--- config.mk ---
export PLATFORM = sky130hd
export DESIGN_NAME = fp32_add_timed
export DESIGN_NICKNAME = d
export VERILOG_FILES = /design/src/rtl/fp32_pkg.sv /design/src/rtl/fp32_add_timed_op_timer.sv /design/src/rtl/fp32_add_timed.sv
export SDC_FILE = /design/constraint.sdc
export NUM_CORES = 1
export LEC_CHECK = 0
export ABC_AREA = 1
export CAP_MARGIN = 30
export CORE_ASPECT_RATIO = 0.9
export CORE_MARGIN = 2
export CORE_UTILIZATION = 44
export CTS_CLUSTER_DIAMETER = 100
export DETAILED_ROUTE_END_ITERATION = 10
export HOLD_SLACK_MARGIN = 0.05
export PLACE_DENSITY = 0.73
export SYNTH_ARGS = -nofsm -noshare
export SYNTH_HDL_FRONTEND = slang
export SYNTH_SLANG_ARGS = --single-unit
--- constraint.sdc ---
create_clock -name clk -period 5.1 [get_ports clk]
set_clock_uncertainty 0.1 [all_clocks]
set_input_delay 0.51 -clock clk [delete_from_list [all_inputs] [get_ports clk]]
set_output_delay 0.51 -clock clk [all_outputs]
set_load 0.02 [all_outputs]
--- src/rtl/fp32_pkg.sv ---
// Shared binary32 definitions for the floating-point adder blocks.
// Holds the field layout, exponent bias, canonical special encodings,
// the default add latency and the operand classification helper.
package fp32_pkg;

  localparam int SIGN_W = 1;
  localparam int EXP_W  = 8;
  localparam int MANT_W = 23;
  localparam int BIAS   = 127;

  localparam logic [31:0] QNAN    = 32'h7FC00000;
  localparam logic [31:0] POS_INF = 32'h7F800000;

  localparam int ADD_LATENCY_DEF = 5;

  typedef enum logic [1:0] {
    ZERO,
    NORM,
    INF,
    NAN
  } fp_class_e;

  typedef struct packed {
    logic [SIGN_W-1:0] sign;
    logic [EXP_W-1:0]  exp;
    logic [MANT_W-1:0] mant;
  } fp32_t;

  // Exponent zero covers both true zeros and subnormals; the adder flushes
  // subnormals, so they classify as ZERO.
  function automatic fp_class_e fp_classify(input fp32_t x);
    if (x.exp == '0) return ZERO;
    if (x.exp == '1) return (x.mant == '0) ? INF : NAN;
    return NORM;
  endfunction

endpackage

--- src/rtl/fp32_add_timed_op_timer.sv ---
// op_timer: completion timer for a single in-flight operation.
// Ports:
//   clk, rst     clock and synchronous active-high reset
//   clk_en       advance enable; the count freezes while low
//   start        begin an operation (accepted only when not busy)
//   max          number of enabled edges from start to completion
//   busy         an operation is in flight
//   done         one-cycle pulse after the completing edge
//   fire         combinational: the current edge is the completing edge
module op_timer
  import fp32_pkg::*;
#(
  parameter int CNT_WIDTH = 10
) (
  input  logic                 clk,
  input  logic                 rst,
  input  logic                 clk_en,
  input  logic                 start,
  input  logic [CNT_WIDTH-1:0] max,
  output logic                 busy,
  output logic                 done,
  output logic                 fire
);

  localparam logic [CNT_WIDTH-1:0] CNT_ONE = CNT_WIDTH'(1);

  logic [CNT_WIDTH-1:0] cnt;

  assign fire = clk_en && busy && ((cnt + CNT_ONE) == max);

  always_ff @(posedge clk) begin
    if (rst) begin
      cnt  <= '0;
      busy <= 1'b0;
      done <= 1'b0;
    end else begin
      // done follows fire by one edge and drops on the next, even when stalled
      done <= fire;
      if (clk_en) begin
        if (!busy && start) begin
          busy <= 1'b1;
          cnt  <= CNT_ONE;
        end else if (busy) begin
          if (fire) begin
            busy <= 1'b0;
            cnt  <= '0;
          end else begin
            cnt <= cnt + CNT_ONE;
          end
        end
      end
    end
  end

endmodule

--- src/rtl/fp32_add_timed.sv ---
// fp32_add_timed: five-stage binary32 adder with a completion timer.
// The caller pulses start with operands, waits for done, then samples result.
// Ports:
//   clk, rst        clock and synchronous active-high reset
//   clk_en          pipeline/timer advance enable
//   start           begin an operation; dataa/datab sampled on the same edge
//   dataa, datab    binary32 operands
//   result          registered sum, held until the next completion
//   done            one-cycle pulse: result is valid
//   busy            an operation is in flight
module fp32_add_timed
  import fp32_pkg::*;
#(
  parameter int DATA_WIDTH  = 32,
  parameter int ADD_LATENCY = ADD_LATENCY_DEF,
  parameter int CNT_WIDTH   = 10
) (
  input  logic                  clk,
  input  logic                  rst,
  input  logic                  clk_en,
  input  logic                  start,
  input  logic [DATA_WIDTH-1:0] dataa,
  input  logic [DATA_WIDTH-1:0] datab,
  output logic [DATA_WIDTH-1:0] result,
  output logic                  done,
  output logic                  busy
);

  localparam logic signed [9:0] EXP_MAX = 10'(2 * BIAS + 1);

  logic fire;
  logic accept;

  assign accept = clk_en && start && !busy;

  op_timer #(
    .CNT_WIDTH(CNT_WIDTH)
  ) u_timer (
    .clk   (clk),
    .rst   (rst),
    .clk_en(clk_en),
    .start (start),
    .max   (CNT_WIDTH'(ADD_LATENCY)),
    .busy  (busy),
    .done  (done),
    .fire  (fire)
  );

  // Highest set bit position expressed as a left-shift distance.
  function automatic logic [4:0] lzc27(input logic [26:0] v);
    lzc27 = 5'd27;
    for (int i = 0; i < 27; i++) begin
      if (v[i]) lzc27 = 5'(26 - i);
    end
  endfunction

  // n holds 1.xxx in n[26:3] with guard n[2], round n[1], sticky n[0].
  function automatic logic [31:0] round_pack(input logic              sign,
                                             input logic signed [9:0] exp,
                                             input logic [26:0]       n);
    logic              rnd;
    logic [24:0]       m;
    logic signed [9:0] e;
    logic [22:0]       frac;
    rnd  = n[2] & (n[1] | n[0] | n[3]);
    m    = {1'b0, n[26:3]} + {24'd0, rnd};
    e    = m[24] ? exp + 10'sd1 : exp;
    frac = m[24] ? m[23:1] : m[22:0];
    if (e >= EXP_MAX) return POS_INF | {sign, 31'd0};
    if (e <= 10'sd0) return 32'h00000000;
    return {sign, e[7:0], frac};
  endfunction

  // ---- Stage 1: unpack, classify, order by magnitude, resolve specials ----
  fp32_t       fa, fb, big, sml;
  fp_class_e   ca, cb;
  logic [30:0] mag_a, mag_b;
  logic        spec_s0;
  logic [31:0] spec_val_s0;

  always_comb begin
    fa          = dataa;
    fb          = datab;
    ca          = fp_classify(fa);
    cb          = fp_classify(fb);
    mag_a       = (ca == ZERO) ? 31'd0 : {fa.exp, fa.mant};
    mag_b       = (cb == ZERO) ? 31'd0 : {fb.exp, fb.mant};
    big         = (mag_b > mag_a) ? fb : fa;
    sml         = (mag_b > mag_a) ? fa : fb;
    spec_s0     = 1'b1;
    spec_val_s0 = 32'h00000000;
    if (ca == NAN || cb == NAN) begin
      spec_val_s0 = QNAN;
    end else if (ca == INF && cb == INF) begin
      spec_val_s0 = (fa.sign == fb.sign) ? fa : QNAN;
    end else if (ca == INF) begin
      spec_val_s0 = fa;
    end else if (cb == INF) begin
      spec_val_s0 = fb;
    end else if (ca == ZERO && cb == ZERO) begin
      spec_val_s0 = {fa.sign & fb.sign, 31'd0};
    end else if (ca == ZERO) begin
      spec_val_s0 = fb;
    end else if (cb == ZERO) begin
      spec_val_s0 = fa;
    end else begin
      spec_s0 = 1'b0;
    end
  end

  logic        vld_p1, sign_a_p1, sign_b_p1, spec_p1;
  logic [7:0]  exp_a_p1, exp_b_p1;
  logic [22:0] man_a_p1, man_b_p1;
  logic [31:0] spec_val_p1;

  always_ff @(posedge clk) begin
    if (rst) begin
      vld_p1      <= 1'b0;
      sign_a_p1   <= 1'b0;
      sign_b_p1   <= 1'b0;
      exp_a_p1    <= '0;
      exp_b_p1    <= '0;
      man_a_p1    <= '0;
      man_b_p1    <= '0;
      spec_p1     <= 1'b0;
      spec_val_p1 <= '0;
    end else if (clk_en) begin
      vld_p1 <= accept;
      if (accept) begin
        sign_a_p1   <= big.sign;
        sign_b_p1   <= sml.sign;
        exp_a_p1    <= big.exp;
        exp_b_p1    <= sml.exp;
        man_a_p1    <= big.mant;
        man_b_p1    <= sml.mant;
        spec_p1     <= spec_s0;
        spec_val_p1 <= spec_val_s0;
      end
    end
  end

  // ---- Stage 2: align the smaller operand with guard/round/sticky ----
  logic [7:0]  ediff;
  logic [4:0]  shamt;
  logic [26:0] ext_b, shr_b;
  logic        lost_b;

  always_comb begin
    ediff  = exp_a_p1 - exp_b_p1;
    shamt  = (ediff > 8'd27) ? 5'd27 : ediff[4:0];
    ext_b  = {1'b1, man_b_p1, 3'b000};
    shr_b  = ext_b >> shamt;
    // Any bit pushed past the sticky position still counts for rounding.
    lost_b = |(ext_b & ~({27{1'b1}} << shamt));
  end

  logic        vld_p2, sign_p2, sub_p2, spec_p2;
  logic [7:0]  exp_p2;
  logic [26:0] man_a_p2, man_b_p2;
  logic [31:0] spec_val_p2;

  always_ff @(posedge clk) begin
    if (rst) begin
      vld_p2      <= 1'b0;
      sign_p2     <= 1'b0;
      sub_p2      <= 1'b0;
      spec_p2     <= 1'b0;
      exp_p2      <= '0;
      man_a_p2    <= '0;
      man_b_p2    <= '0;
      spec_val_p2 <= '0;
    end else if (clk_en) begin
      vld_p2      <= vld_p1;
      sign_p2     <= sign_a_p1;
      sub_p2      <= sign_a_p1 ^ sign_b_p1;
      spec_p2     <= spec_p1;
      exp_p2      <= exp_a_p1;
      man_a_p2    <= {1'b1, man_a_p1, 3'b000};
      man_b_p2    <= {shr_b[26:1], shr_b[0] | lost_b};
      spec_val_p2 <= spec_val_p1;
    end
  end

  // ---- Stage 3: magnitude add/subtract (A >= B, so never negative) ----
  logic        vld_p3, sign_p3, spec_p3;
  logic [7:0]  exp_p3;
  logic [27:0] sum_p3;
  logic [31:0] spec_val_p3;

  always_ff @(posedge clk) begin
    if (rst) begin
      vld_p3      <= 1'b0;
      sign_p3     <= 1'b0;
      spec_p3     <= 1'b0;
      exp_p3      <= '0;
      sum_p3      <= '0;
      spec_val_p3 <= '0;
    end else if (clk_en) begin
      vld_p3      <= vld_p2;
      sign_p3     <= sign_p2;
      spec_p3     <= spec_p2;
      exp_p3      <= exp_p2;
      sum_p3      <= sub_p2 ? ({1'b0, man_a_p2} - {1'b0, man_b_p2})
                            : ({1'b0, man_a_p2} + {1'b0, man_b_p2});
      spec_val_p3 <= spec_val_p2;
    end
  end

  // ---- Stage 4: normalise and adjust exponent ----
  logic [4:0]        lz;
  logic [26:0]       norm_s4;
  logic signed [9:0] exp_s4;

  always_comb begin
    lz = lzc27(sum_p3[26:0]);
    if (sum_p3[27]) begin
      norm_s4 = {sum_p3[27:2], sum_p3[1] | sum_p3[0]};
      exp_s4  = $signed({2'b00, exp_p3}) + 10'sd1;
    end else begin
      norm_s4 = sum_p3[26:0] << lz;
      exp_s4  = $signed({2'b00, exp_p3}) - $signed({5'b00000, lz});
    end
  end

  logic              vld_p4, sign_p4, zero_p4, spec_p4;
  logic signed [9:0] exp_p4;
  logic [26:0]       norm_p4;
  logic [31:0]       spec_val_p4;

  always_ff @(posedge clk) begin
    if (rst) begin
      vld_p4      <= 1'b0;
      sign_p4     <= 1'b0;
      zero_p4     <= 1'b0;
      spec_p4     <= 1'b0;
      exp_p4      <= '0;
      norm_p4     <= '0;
      spec_val_p4 <= '0;
    end else if (clk_en) begin
      vld_p4      <= vld_p3;
      sign_p4     <= sign_p3;
      zero_p4     <= (sum_p3 == 28'd0);
      spec_p4     <= spec_p3;
      exp_p4      <= exp_s4;
      norm_p4     <= norm_s4;
      spec_val_p4 <= spec_val_p3;
    end
  end

  // ---- Stage 5: round, pack, special override; written only on completion ----
  always_ff @(posedge clk) begin
    if (rst) begin
      result <= '0;
    end else if (fire && vld_p4) begin
      result <= spec_p4 ? spec_val_p4
                        : (zero_p4 ? 32'h00000000 : round_pack(sign_p4, exp_p4, norm_p4));
    end
  end

endmodule

==> results by group <==
Die
  • Die area: 53280 um2
  • Core area: 50650 um2
  • Height of the die: 219.2 um
  • I/O pin count: 102
  • Starting Density: 44.69%
  • Die Span X: 243.1 um
  • Floorplan row count: 78

Yosys
  • Most repeated cell in the gate-level netlist after synthesis: sky130_fd_sc_hd__nand2_1
  • Ys async rst share: 0%
  • Most instantiated flip-flop cell in the synthesis netlist: sky130_fd_sc_hd__dfxtp_1
  • Syn Area/Cell: 6.560 um2
  • Area share of the largest cell type after synthesis: 33.69%
  • Post-Synthesis Cells: 3451
  • Yosys cell types: 52
  • Nets in the synthesized netlist: 3620
  • Synthesized cell area: 22640 um2
  • Flop and latch count out of synthesis: 381
  • Most common library cells after synthesis: sky130_fd_sc_hd__nand2_1 (619), sky130_fd_sc_hd__nor2_1 (432), sky130_fd_sc_hd__o21ai_0 (402)
  • Yosys top cell by area: sky130_fd_sc_hd__dfxtp_1
  • Number of flops mapped to enable cells by yosys: 0
  • Top cells by area in the synthesized netlist: sky130_fd_sc_hd__dfxtp_1 (34%), sky130_fd_sc_hd__nand2_1 (10%), sky130_fd_sc_hd__o21ai_0 (8.9%)
  • Portion of the post-synthesis area used by sequential elements: 33.69%
  • Yosys warnings: 0

Placed design
  • Total half-perimeter wirelength after legalization and detailed placement: 51280 um
  • Placer Congestion: 0.9714
  • Port Buffer Count: 101
  • Number of placed instances with taps included: 4058

Setup path
  • Minimum setup slack among reg-to-reg paths: 0.81 ns
  • CP Cell Sequence: inv_1 -> ha_1 -> inv_1 -> fa_1 -> a31oi_1 -> inv_1 -> a21oi_1 -> o21ai_0 -> xor2_1 -> inv_1 -> nand3_1 -> nor2_4 -> nand2_1 -> buf_4 -> nor2_1 -> nand2_1 -> nor2_1 -> nor2_1 -> a211oi_1 -> nand3_1 -> nor2_1 -> a21oi_1
  • Category of the most critical setup path: reg2reg
  • Reg-to-reg critical path startpoint: exp_a_p1[0]
  • Cell family contributing the most delay on the critical path: simple AND/OR/NAND/NOR gates
  • Length in cells of the worst reg-to-reg path: 22
  • R2r endpoint: man_b_p2[0]
  • Crit path largest cell delay: 0.41 ns
  • Worst Path Buf+Inv: 5
  • Kind of end point of the critical path: flip-flop
  • Worst Path Max Fanout: 33
  • Critical path origin: exp_a_p1[0]
  • Signal arrival time at the worst endpoint: 4.66 ns
  • Data required time at the worst endpoint: 5.46 ns
  • Startpoint type of the worst setup path: flip-flop
  • CP max-delay cell: sky130_fd_sc_hd__fa_1

Detailed routing
  • Vias per cell: 5.582
  • Remaining antenna violation count after routing: 0
  • Average wire per standard cell: 17.25 um
  • DRC viols: 0
  • Pre-Repair DR Iteration Count: 6
  • Via Count: 23040
  • DR iter-0 viols: 2469
  • Final WL: 71200 um

Clock network
  • Number of CTS-inserted buffers: 41
  • Library cell used as clock root buffer: sky130_fd_sc_hd__clkbuf_16
  • Worst-Skew Late Latency: 0.59 ns
  • Number of setup buffers added after CTS: 0
  • Clk pin slew, worst setup/hold paths: 0.06 ns
  • Post-CTS sizing: 0
  • H-tree levels: 2
  • Cts-stage hold buffer count: 0
  • TritonCTS clock tree: done
  • Buffer levels on the longest clock path: 3
  • # clock sinks: 381

Power
  • Total power consumption of the routed design: 8.687 mW
  • Worst vdd rail ir drop: 0.2740 mV
  • Power per Cell Area: 341.9 nW/um2
  • Total leakage power: 11.01 nW

Timing
  • Unrepaired setup endpoints after global routing: no
  • Tmin final: 4.294 ns
  • Final worst path period share: 84.20%
  • Setup violations, final: 0
  • Tightest Pin Transition: 1.020 ns
  • Tightest slew margin relative to the limit: 31.99%
  • Setup TNS: 0 ns
  • Fmax achieved: 232.9 MHz
  • Final slew viol count: 0
  • Hold Vio Cnt, Final: 0

Finish
  • Share of cells above drive strength 1: 4.263%
  • Antenna fix cells: 0
  • Number of nets at the end of the flow: 3590
  • Post-Layout Cell Count: 4128
  • Fillers: 5167
  • Synth-to-Final Area Change: 12.23%

Global routing
  • Overall fraction of global-route tracks in use: 26.18%
  • Pin count of the biggest net entering global routing: 156
  • Overflow after GRT: 0
  • Vias in the first global route: 20830
  • First-pass GRT wire length: 113100 um
  • Initial antenna violation count: 1

Job
  • Number of violations of the max-capacitance limit: 0

Worst hold path
  • Worst min-delay path class: reg2reg
  • Hold Path Sink: result[31]
  • Cell depth of the worst hold path: 2
  • Worst min-delay path startpoint: sign_p4

Run status
  • Outcome: finished clean
-- power breakdown --
| part | total, mW | switching [mW] | leakage, nW | internal [mW] |
|---|---|---|---|---|
| registers | 3.33 | 0.175 | 3.12 | 3.15 |
| clock network | 3.06 | 1.30 | 0.671 | 1.76 |
| logic | 2.30 | 1.57 | 7.21 | 0.727 |
| total | 8.69 | 3.04 | 11.0 | 5.65 |
-- worst min-delay path, stage by stage (launching register included) --
cell                      delay [ns]
sky130_fd_sc_hd__dfxtp_1        0.30
sky130_fd_sc_hd__nand2_1        0.06
sky130_fd_sc_hd__a21oi_1        0.05
-- cells by family (layout without fill, tap and decap cells) --
group                    Yosys count  in the layout  share of synthesized area (%)
AND/OR/NAND/NOR                 1387           1387                          25.85
AO/OA/AOI/OAI                    955            955                          22.82
buffers and inverters            563            560                          9.462
flip-flops                       381            381                          33.69
adder cells (fa/ha/maj)          101            101                          5.682
XOR/XNOR                          60             60                          2.321
multiplexers                       4              4                         0.1769
-- area by class of cell --
class                   count  area [um2]  share of cell area [%]
clock buffers              53        1151                   4.531
well taps                 680       850.8                   3.349
multi-input cells        2507       12890                   50.74
clock inverters            17       234.0                  0.9210
repair buffers            143        1338                   5.265
flip-flops and latches    381        7627                   30.02
inverters                 347        1315                   5.176
-- how the worst max path moves through the flow --
stage                        to  slack, ns  cells past startpoint
detailed placement  exp_b_p1[4]       0.57                     23
CTS                 man_b_p2[0]       0.93                     22
global route        man_b_p2[0]       0.61                     22
global placement    exp_b_p1[4]       0.61                     23
finish              man_b_p2[0]       0.81                     22
floorplan           exp_a_p1[1]       1.18                     23
-- per-stage QoR --
step	setup WS [ns]	hold WS [ns]	instance area [um2]	util, %
6_report	0.8058	0.3561	25410	50.16
5_1_grt	0.6134	0.3832	25410	50.16
4_1_cts	0.9258	0.3556	25410	50.16
3_5_place_dp	0.5674	0.3460	24020	47.42
3_3_place_gp	0.6145	0.3435	24020	47.42
2_1_floorplan	1.178	0.3282	22640	-
-- routing by layer --
metal	track usage, %	up-vias	wire [um]
met5	0	-	0
met4	7.526	0	1832
met3	5.418	111	6117
met2	39.61	884	29920
met1	37.46	10560	33340
li1	-	11480	-
-- layout by cell type (no fill, tap or decap), types with 70 or more instances in the layout --
cell,instances
sky130_fd_sc_hd__a21oi_1,391
sky130_fd_sc_hd__clkdlybuf4s50_1,99
sky130_fd_sc_hd__dfxtp_1,381
sky130_fd_sc_hd__ha_1,98
sky130_fd_sc_hd__inv_1,335
sky130_fd_sc_hd__nand2_1,618
sky130_fd_sc_hd__nand3_1,199
sky130_fd_sc_hd__nand4_1,70
sky130_fd_sc_hd__nor2_1,430
sky130_fd_sc_hd__o211ai_1,74
sky130_fd_sc_hd__o21ai_0,402
-- flip-flops by register name, indices dropped and copies added, names as in the netlist, 8 cells and up --
register	count
man_a_p2	24
man_b_p1	23
spec_val_p2	32
norm_p4	27
u_timer.cnt	10
exp_p4	10
man_b_p2	27
exp_b_p1	8
result	32
spec_val_p4	32
spec_val_p3	32
spec_val_p1	32
exp_p3	8
man_a_p1	23
exp_a_p1	8
exp_p2	8
sum_p3	28
(Power assumes the default switching activity.)
